$ cat config.mk
export PLATFORM = sky130hd
export DESIGN_NAME = fixed_activation_arbiter
export DESIGN_NICKNAME = d
export VERILOG_FILES = /design/src/rtl/fixed_activation_arbiter.sv
export SDC_FILE = /design/constraint.sdc
export NUM_CORES = 1
export LEC_CHECK = 0
export CORE_MARGIN = 1.5
export CORE_UTILIZATION = 40
export DETAILED_ROUTE_END_ITERATION = 12
export MAX_ROUTING_LAYER = met4
export PLACE_DENSITY = 0.89
export SLEW_MARGIN = 10
export SYNTH_ARGS = -nofsm -noshare
export SYNTH_HDL_FRONTEND = slang
export SYNTH_SLANG_ARGS = --single-unit
$ cat constraint.sdc
create_clock -name clk -period 3.3 [get_ports clk]
set_input_delay 0.66 -clock clk [delete_from_list [all_inputs] [get_ports clk]]
set_output_delay 0.66 -clock clk [all_outputs]
set_load 0.01 [all_outputs]
$ cat src/rtl/fixed_activation_arbiter.sv
`default_nettype none
// ============================================================================
// Module   : fixed_activation_arbiter
// Purpose  : Time-shares one streaming fixed-point activation unit between
//            NUM_REQ requester streams. A requester is granted the unit for a
//            whole tensor burst of BEATS beats (round-robin arbitration). Each
//            accepted beat is tagged with its requester in an in-order tag
//            FIFO so results returning from the unit are steered back to the
//            requester that produced the input.
// Revision : 1.0 - initial release
// ----------------------------------------------------------------------------
// Ports
//   clk            in   clock
//   rst            in   asynchronous active-high reset
//   req_data_in    in   per-requester input beats, requester r in slice r
//   req_valid      in   per-requester input valid
//   req_ready      out  per-requester input ready (only the granted one)
//   act_data_in    out  beat forwarded to the activation unit
//   act_valid      out  valid to the activation unit
//   act_ready      in   ready from the activation unit
//   act_data_out   in   result from the activation unit
//   act_out_valid  in   result valid from the activation unit
//   act_out_ready  out  result ready to the activation unit
//   resp_data_out  out  result broadcast to all requesters
//   resp_valid     out  one-hot result valid (owner of the oldest tag)
//   resp_ready     in   per-requester result ready
//   busy           out  high while bursting or while results are in flight
// ============================================================================
module fixed_activation_arbiter #(
    parameter int NUM_REQ                = 4,
    parameter int DATA_IN_0_PRECISION_0  = 16,
    parameter int DATA_OUT_0_PRECISION_0 = 18,
    parameter int PARALLELISM            = 1,
    parameter int BEATS                  = 8,
    parameter int TAG_DEPTH              = 8
) (
    input  logic                                                  clk,
    input  logic                                                  rst,
    input  logic [NUM_REQ*PARALLELISM*DATA_IN_0_PRECISION_0-1:0]  req_data_in,
    input  logic [NUM_REQ-1:0]                                    req_valid,
    output logic [NUM_REQ-1:0]                                    req_ready,
    output logic [PARALLELISM*DATA_IN_0_PRECISION_0-1:0]          act_data_in,
    output logic                                                  act_valid,
    input  logic                                                  act_ready,
    input  logic [PARALLELISM*DATA_OUT_0_PRECISION_0-1:0]         act_data_out,
    input  logic                                                  act_out_valid,
    output logic                                                  act_out_ready,
    output logic [PARALLELISM*DATA_OUT_0_PRECISION_0-1:0]         resp_data_out,
    output logic [NUM_REQ-1:0]                                    resp_valid,
    input  logic [NUM_REQ-1:0]                                    resp_ready,
    output logic                                                  busy
);

    // ------------------------------------------------------------------------
    // Derived constants
    // ------------------------------------------------------------------------
    localparam int c_IN_W  = PARALLELISM * DATA_IN_0_PRECISION_0;
    localparam int c_TAG_W = (NUM_REQ > 1)   ? $clog2(NUM_REQ)   : 1;
    localparam int c_PTR_W = (TAG_DEPTH > 1) ? $clog2(TAG_DEPTH) : 1;
    localparam int c_CNT_W = (BEATS > 1)     ? $clog2(BEATS)     : 1;

    localparam logic [c_CNT_W-1:0] c_LAST_BEAT = c_CNT_W'(BEATS - 1);
    localparam logic [c_TAG_W-1:0] c_LAST_REQ  = c_TAG_W'(NUM_REQ - 1);
    localparam logic [c_TAG_W:0]   c_NUM_REQ_W = (c_TAG_W + 1)'(NUM_REQ);
    localparam logic [c_PTR_W:0]   c_PTR_ONE   = (c_PTR_W + 1)'(1);

    // FSM encoding
    localparam logic [0:0] c_ST_IDLE  = 1'b0;
    localparam logic [0:0] c_ST_BURST = 1'b1;

    // ------------------------------------------------------------------------
    // Registers
    // ------------------------------------------------------------------------
    logic [0:0]         r_state;
    logic [c_TAG_W-1:0] r_grant;
    logic [c_TAG_W-1:0] r_rr_ptr;
    logic [c_CNT_W-1:0] r_beat_cnt;

    // Tag FIFO: pointers carry one extra MSB so full and empty are distinct.
    logic [c_TAG_W-1:0] r_tag_mem [TAG_DEPTH];
    logic [c_PTR_W:0]   r_wr_ptr;
    logic [c_PTR_W:0]   r_rd_ptr;

    // ------------------------------------------------------------------------
    // Combinational signals
    // ------------------------------------------------------------------------
    logic [0:0]         w_state_nxt;
    logic [c_TAG_W-1:0] w_grant_nxt;
    logic [c_TAG_W-1:0] w_rr_ptr_nxt;
    logic [c_CNT_W-1:0] w_beat_cnt_nxt;
    logic [c_TAG_W-1:0] w_grant_inc;

    logic               w_arb_found;
    logic [c_TAG_W-1:0] w_arb_idx;
    logic [c_TAG_W:0]   w_arb_sum;

    logic [c_IN_W-1:0]  w_sel_data;
    logic               w_sel_valid;

    logic               w_in_burst;
    logic               w_fifo_empty;
    logic               w_fifo_full;
    logic [c_TAG_W-1:0] w_tag_head;
    logic               w_head_ready;
    logic               w_push;
    logic               w_pop;

    // ------------------------------------------------------------------------
    // Round-robin search: first requesting index at or above r_rr_ptr,
    // wrapping modulo NUM_REQ. Offsets are scanned from the farthest to the
    // nearest so the last hit (the nearest offset) is the one kept.
    // ------------------------------------------------------------------------
    always_comb begin
        w_arb_found = 1'b0;
        w_arb_idx   = '0;
        w_arb_sum   = '0;
        for (int i = NUM_REQ - 1; i >= 0; i--) begin
            w_arb_sum = {1'b0, r_rr_ptr} + (c_TAG_W + 1)'(i);
            if (w_arb_sum >= c_NUM_REQ_W) begin
                w_arb_sum = w_arb_sum - c_NUM_REQ_W;
            end
            if (req_valid[w_arb_sum[c_TAG_W-1:0]]) begin
                w_arb_found = 1'b1;
                w_arb_idx   = w_arb_sum[c_TAG_W-1:0];
            end
        end
    end

    // ------------------------------------------------------------------------
    // Granted requester selection
    // ------------------------------------------------------------------------
    always_comb begin
        w_sel_data  = '0;
        w_sel_valid = 1'b0;
        for (int r = 0; r < NUM_REQ; r++) begin
            if (r_grant == c_TAG_W'(r)) begin
                w_sel_data  = req_data_in[r*c_IN_W +: c_IN_W];
                w_sel_valid = req_valid[r];
            end
        end
    end

    // ------------------------------------------------------------------------
    // Tag FIFO status
    // ------------------------------------------------------------------------
    assign w_fifo_empty = (r_wr_ptr == r_rd_ptr);
    assign w_fifo_full  = (r_wr_ptr[c_PTR_W] != r_rd_ptr[c_PTR_W]) &&
                          (r_wr_ptr[c_PTR_W-1:0] == r_rd_ptr[c_PTR_W-1:0]);
    assign w_tag_head   = r_tag_mem[r_rd_ptr[c_PTR_W-1:0]];

    // ------------------------------------------------------------------------
    // Forward path. act_valid is gated by a full tag FIFO so every beat the
    // unit accepts is guaranteed a tag slot.
    // ------------------------------------------------------------------------
    assign w_in_burst  = (r_state == c_ST_BURST);
    assign act_valid   = w_in_burst && w_sel_valid && !w_fifo_full;
    assign act_data_in = w_in_burst ? w_sel_data : '0;
    assign w_push      = act_valid && act_ready;

    always_comb begin
        req_ready = '0;
        for (int r = 0; r < NUM_REQ; r++) begin
            if (w_in_burst && act_ready && !w_fifo_full && (r_grant == c_TAG_W'(r))) begin
                req_ready[r] = 1'b1;
            end
        end
    end

    // ------------------------------------------------------------------------
    // Return path: results come back in acceptance order, so the FIFO head
    // names the owner of the result currently offered by the unit.
    // ------------------------------------------------------------------------
    always_comb begin
        resp_valid   = '0;
        w_head_ready = 1'b0;
        for (int r = 0; r < NUM_REQ; r++) begin
            if (w_tag_head == c_TAG_W'(r)) begin
                resp_valid[r] = act_out_valid && !w_fifo_empty;
                w_head_ready  = resp_ready[r];
            end
        end
    end

    assign resp_data_out = act_data_out;
    assign act_out_ready = !w_fifo_empty && w_head_ready;
    assign w_pop         = act_out_valid && act_out_ready;
    assign busy          = w_in_burst || !w_fifo_empty;

    // ------------------------------------------------------------------------
    // FSM next-state logic
    // ------------------------------------------------------------------------
    assign w_grant_inc = (r_grant == c_LAST_REQ) ? '0 : (r_grant + c_TAG_W'(1));

    always_comb begin
        w_state_nxt    = r_state;
        w_grant_nxt    = r_grant;
        w_rr_ptr_nxt   = r_rr_ptr;
        w_beat_cnt_nxt = r_beat_cnt;
        case (r_state)
            c_ST_IDLE: begin
                // One arbitration cycle; no beat is forwarded here.
                if (w_arb_found) begin
                    w_grant_nxt = w_arb_idx;
                    w_state_nxt = c_ST_BURST;
                end
            end
            c_ST_BURST: begin
                // Grant is held for the whole tensor; a stalled requester
                // only stalls the burst.
                if (w_push) begin
                    if (r_beat_cnt == c_LAST_BEAT) begin
                        w_beat_cnt_nxt = '0;
                        w_rr_ptr_nxt   = w_grant_inc;
                        w_state_nxt    = c_ST_IDLE;
                    end else begin
                        w_beat_cnt_nxt = r_beat_cnt + c_CNT_W'(1);
                    end
                end
            end
            default: begin
                w_state_nxt = c_ST_IDLE;
            end
        endcase
    end

    // ------------------------------------------------------------------------
    // State registers
    // ------------------------------------------------------------------------
    always_ff @(posedge clk or posedge rst) begin
        if (rst) begin
            r_state    <= c_ST_IDLE;
            r_grant    <= '0;
            r_rr_ptr   <= '0;
            r_beat_cnt <= '0;
            r_wr_ptr   <= '0;
            r_rd_ptr   <= '0;
        end else begin
            r_state    <= w_state_nxt;
            r_grant    <= w_grant_nxt;
            r_rr_ptr   <= w_rr_ptr_nxt;
            r_beat_cnt <= w_beat_cnt_nxt;
            if (w_push) begin
                r_wr_ptr <= r_wr_ptr + c_PTR_ONE;
            end
            if (w_pop) begin
                r_rd_ptr <= r_rd_ptr + c_PTR_ONE;
            end
        end
    end

    // Tag storage needs no reset: entries are only read between push and pop.
    always_ff @(posedge clk) begin
        if (w_push) begin
            r_tag_mem[r_wr_ptr[c_PTR_W-1:0]] <= r_grant;
        end
    end

`ifndef SYNTHESIS
    // A result with no outstanding tag cannot be routed; it is dropped
    // (resp_valid stays low) and flagged here.
    a_no_orphan_result : assert property (
        @(posedge clk) disable iff (rst) !(act_out_valid && w_fifo_empty)
    );
`endif

endmodule
`default_nettype wire

==> flow_summary.toml <==
[outcome]
outcome = "finished, final reports clean"

[synth]
synthXorXnorAreaFrac_pct = 3.41
synth_top_area_share_pct = 18.7
synth_compound_area_share_pct = 14.0
synthTopCellsByArea = "edfxtp_1 19%, dfrtp_1 16%, nand2_1 7.7%"
avgSynthCellArea_um2 = 8.47
synth_top_family_by_area = "simple AND/OR/NAND/NOR gates"
yosysUniqueCellTypes = 45
syn-cell-area_um2 = 2570
syn-num-nets = 405
ys.warnings.count = 0
ys_seq_area_share_pct = 34.3
synth_cells = 303
synthMuxAreaShare_pct = 7.46
synth-seq-cells = 32
synthAdderAreaFrac_pct = 3.90
synthSimpleGateAreaFrac_pct = 26.5
synth_top_cell_by_area = "edfxtp_1"

[global_routing]
grt_pass1_vias = 2392
antenna_found_initial = 0
grt.overflow.total = 0
track_usage_pct = 20.6
grt_pass1_wl_um = 11300
grt_max_degree = 36

[clocking]
hold_buffers = 0
cts_made_buffers = 5
cts_tree = "done"
clk_pin_slew_ns = 0.06
clk_latency_ns = 0.28
cts-root-buf = "clkbuf_8"
cts_htree_levels = 2
clk_path_buf_depth = 2
cts_sinks = 32

[sta]
hold_violations = 0
tightest_slew_ns = 0.657
final_max_slew_viol_count = 0
relSlewSlack_pct = 56.1
fmax_ghz = 0.318
hold_slack_ns = 0.489
finalSetupViolCount = 0
skew_ns = 0.00353
fin_crit_sh_pct = 95.3
fin_tns_setup_ns = 0
min_period_ns = 3.15

[finish]
layout_common_cells = "102 x clkdlybuf4s50_1, 53 x nand2_1, 34 x a21oi_1"
nNetsFinal = 488
final_common_cell = "clkdlybuf4s50_1"
drive_gt1_share_pct = 10.6
n_fill_cell = 529
final_cells = 464
diodes = 0
areaGrowthSynthToFinish_pct = 43.5

[run]
maxCapViolCount = 0

[critical_path]
critical_path_required_ns = 2.64
worstRegToRegCells = 9
crit_end = "act_out_ready"
crit_path_start_kind = "register"
ff2ff_setup_slack_ns = 0.70
criticalPathCategory = "reg -> out"
cp-end-kind = "primary output"
cp-startpoint = "r_rd_ptr[1]"
r2r_start = "r_grant[1]"
path_max_fanout = 4
reg2reg_to = "r_tag_mem[5][0]"
worstPathArrival_ns = 2.49

[drt]
ant_nets = 0
vias_per_cell = 5.26
routedWlPerCell_um = 14.7
drc = 0
wl_um = 6810
num_vias = 2441
firstDrtPassIters = 4
drt-initial-drc-count = 89

[die]
die_h_um = 83.1
core-area_um2 = 6280
io_pins = 139
dieArea_um2 = 6910
start_util_pct = 40.9
rows = 29
die_w_um = 83.1

[place]
dp_cells = 448
port_buffers = 102
place_congestion = 0.797
place_hpwl_um = 5080

[pwr]
total_power_mw = 3.02
p_leak_nw = 1.41
max-vdd-ir-drop_v = 0.000535
power.density_nw_per_um2 = 821

[hold_path]
hp-start = "r_beat_cnt[1]"
hp-class = "reg -> reg"
-- routing by layer --
metal	part of all wire, %	GRT usage [%]
met3	6.0	5.47
met5	0	-
met1	43	25.6
met2	49	32.6
met4	1.7	7.58
-- critical path, cell delays in order (launching register included) --
cell	delay [ns]
dfrtp_1	0.43
mux4_2	0.56
mux2i_4	0.20
and2b_2	0.24
a211oi_1	0.21
clkdlybuf4s50_1	0.57
-- state kept, by name, indices dropped and copies added, names as in the netlist --
register    flops
r_tag_mem      16
r_rd_ptr        4
r_wr_ptr        4
r_beat_cnt      3
r_grant         2
r_rr_ptr        2
r_state         1
-- final cells by class --
cell class | count | area, um2 | area share, %
clock inverter | 2 | 10.0 | 0.272
multi-input combinational | 222 | 1430 | 38.8
sequential | 32 | 885 | 24.0
clock buffer | 6 | 82.6 | 2.24
inverter | 8 | 30.0 | 0.815
tap | 77 | 96.3 | 2.62
timing repair buffer | 117 | 1150 | 31.2
-- through the flow --
step / setup WS [ns] / util, % / cell area (um2)
floorplan: 0.844 / - / 2570
global placement: 0.346 / 55.9 / 3510
detailed placement: 0.221 / 55.9 / 3510
CTS: 0.0370 / 57.4 / 3610
global route: -0.00174 / 58.7 / 3680
finish: 0.154 / 58.7 / 3680
-- power by group --
part | internal [mW] | total, mW | switching (mW)
Combinational | 1.10 | 2.00 | 0.897
Sequential | 0.551 | 0.718 | 0.167
Clock | 0.166 | 0.308 | 0.142
Total | 1.82 | 3.02 | 1.20
-- synth_stat cells, drive strengths merged --
library cell / number
mux4: 2
nand3: 4
and3: 2
mux2: 3
ha: 8
inv: 8
a211oi: 1
a21oi: 34
nor2: 9
a221oi: 1
o21ai: 18
and2b: 2
nor3: 4
nor2b: 2
a21o: 2
edfxtp: 16
nand4: 2
o31a: 1
buf: 27
xnor2: 7
nand2: 53
o211a: 1
clkbuf: 14
nand2b: 2
or3: 1
nor3b: 2
o22ai: 4
nor4: 2
and2: 21
dfrtp: 16
and4: 1
nand3b: 18
mux2i: 8
xor2: 3
nor4b: 2
o221ai: 2
-- logic make-up (layout without fill, tap and decap cells) --
kind of cell	after synthesis	after routing
AND/OR/NAND/NOR	127	127
AO/OA/AOI/OAI	64	64
buffers and inverters	49	133
flip-flops	32	32
multiplexers	13	13
XOR/XNOR	10	10
adder cells (fa/ha/maj)	8	8
-- worst min-delay path by stage --
stage	to	slack (ns)	cells after the start
after floorplan	r_beat_cnt[1]	0.45	2
after CTS	r_beat_cnt[1]	0.49	2
final	r_beat_cnt[1]	0.49	2
after global placement	r_beat_cnt[1]	0.46	2
after detailed placement	r_beat_cnt[1]	0.47	2
after global routing	r_beat_cnt[2]	0.52	2
-- what timing repair did --
item / CTS / global route
setup endpoints to repair: 4 / 18
setup buffers: 0 / 8
pin swaps: 0 / 0
gates cloned: 0 / 0
resized for setup: 2 / 5
No activity file was read; power rests on OpenSTA's default activity.
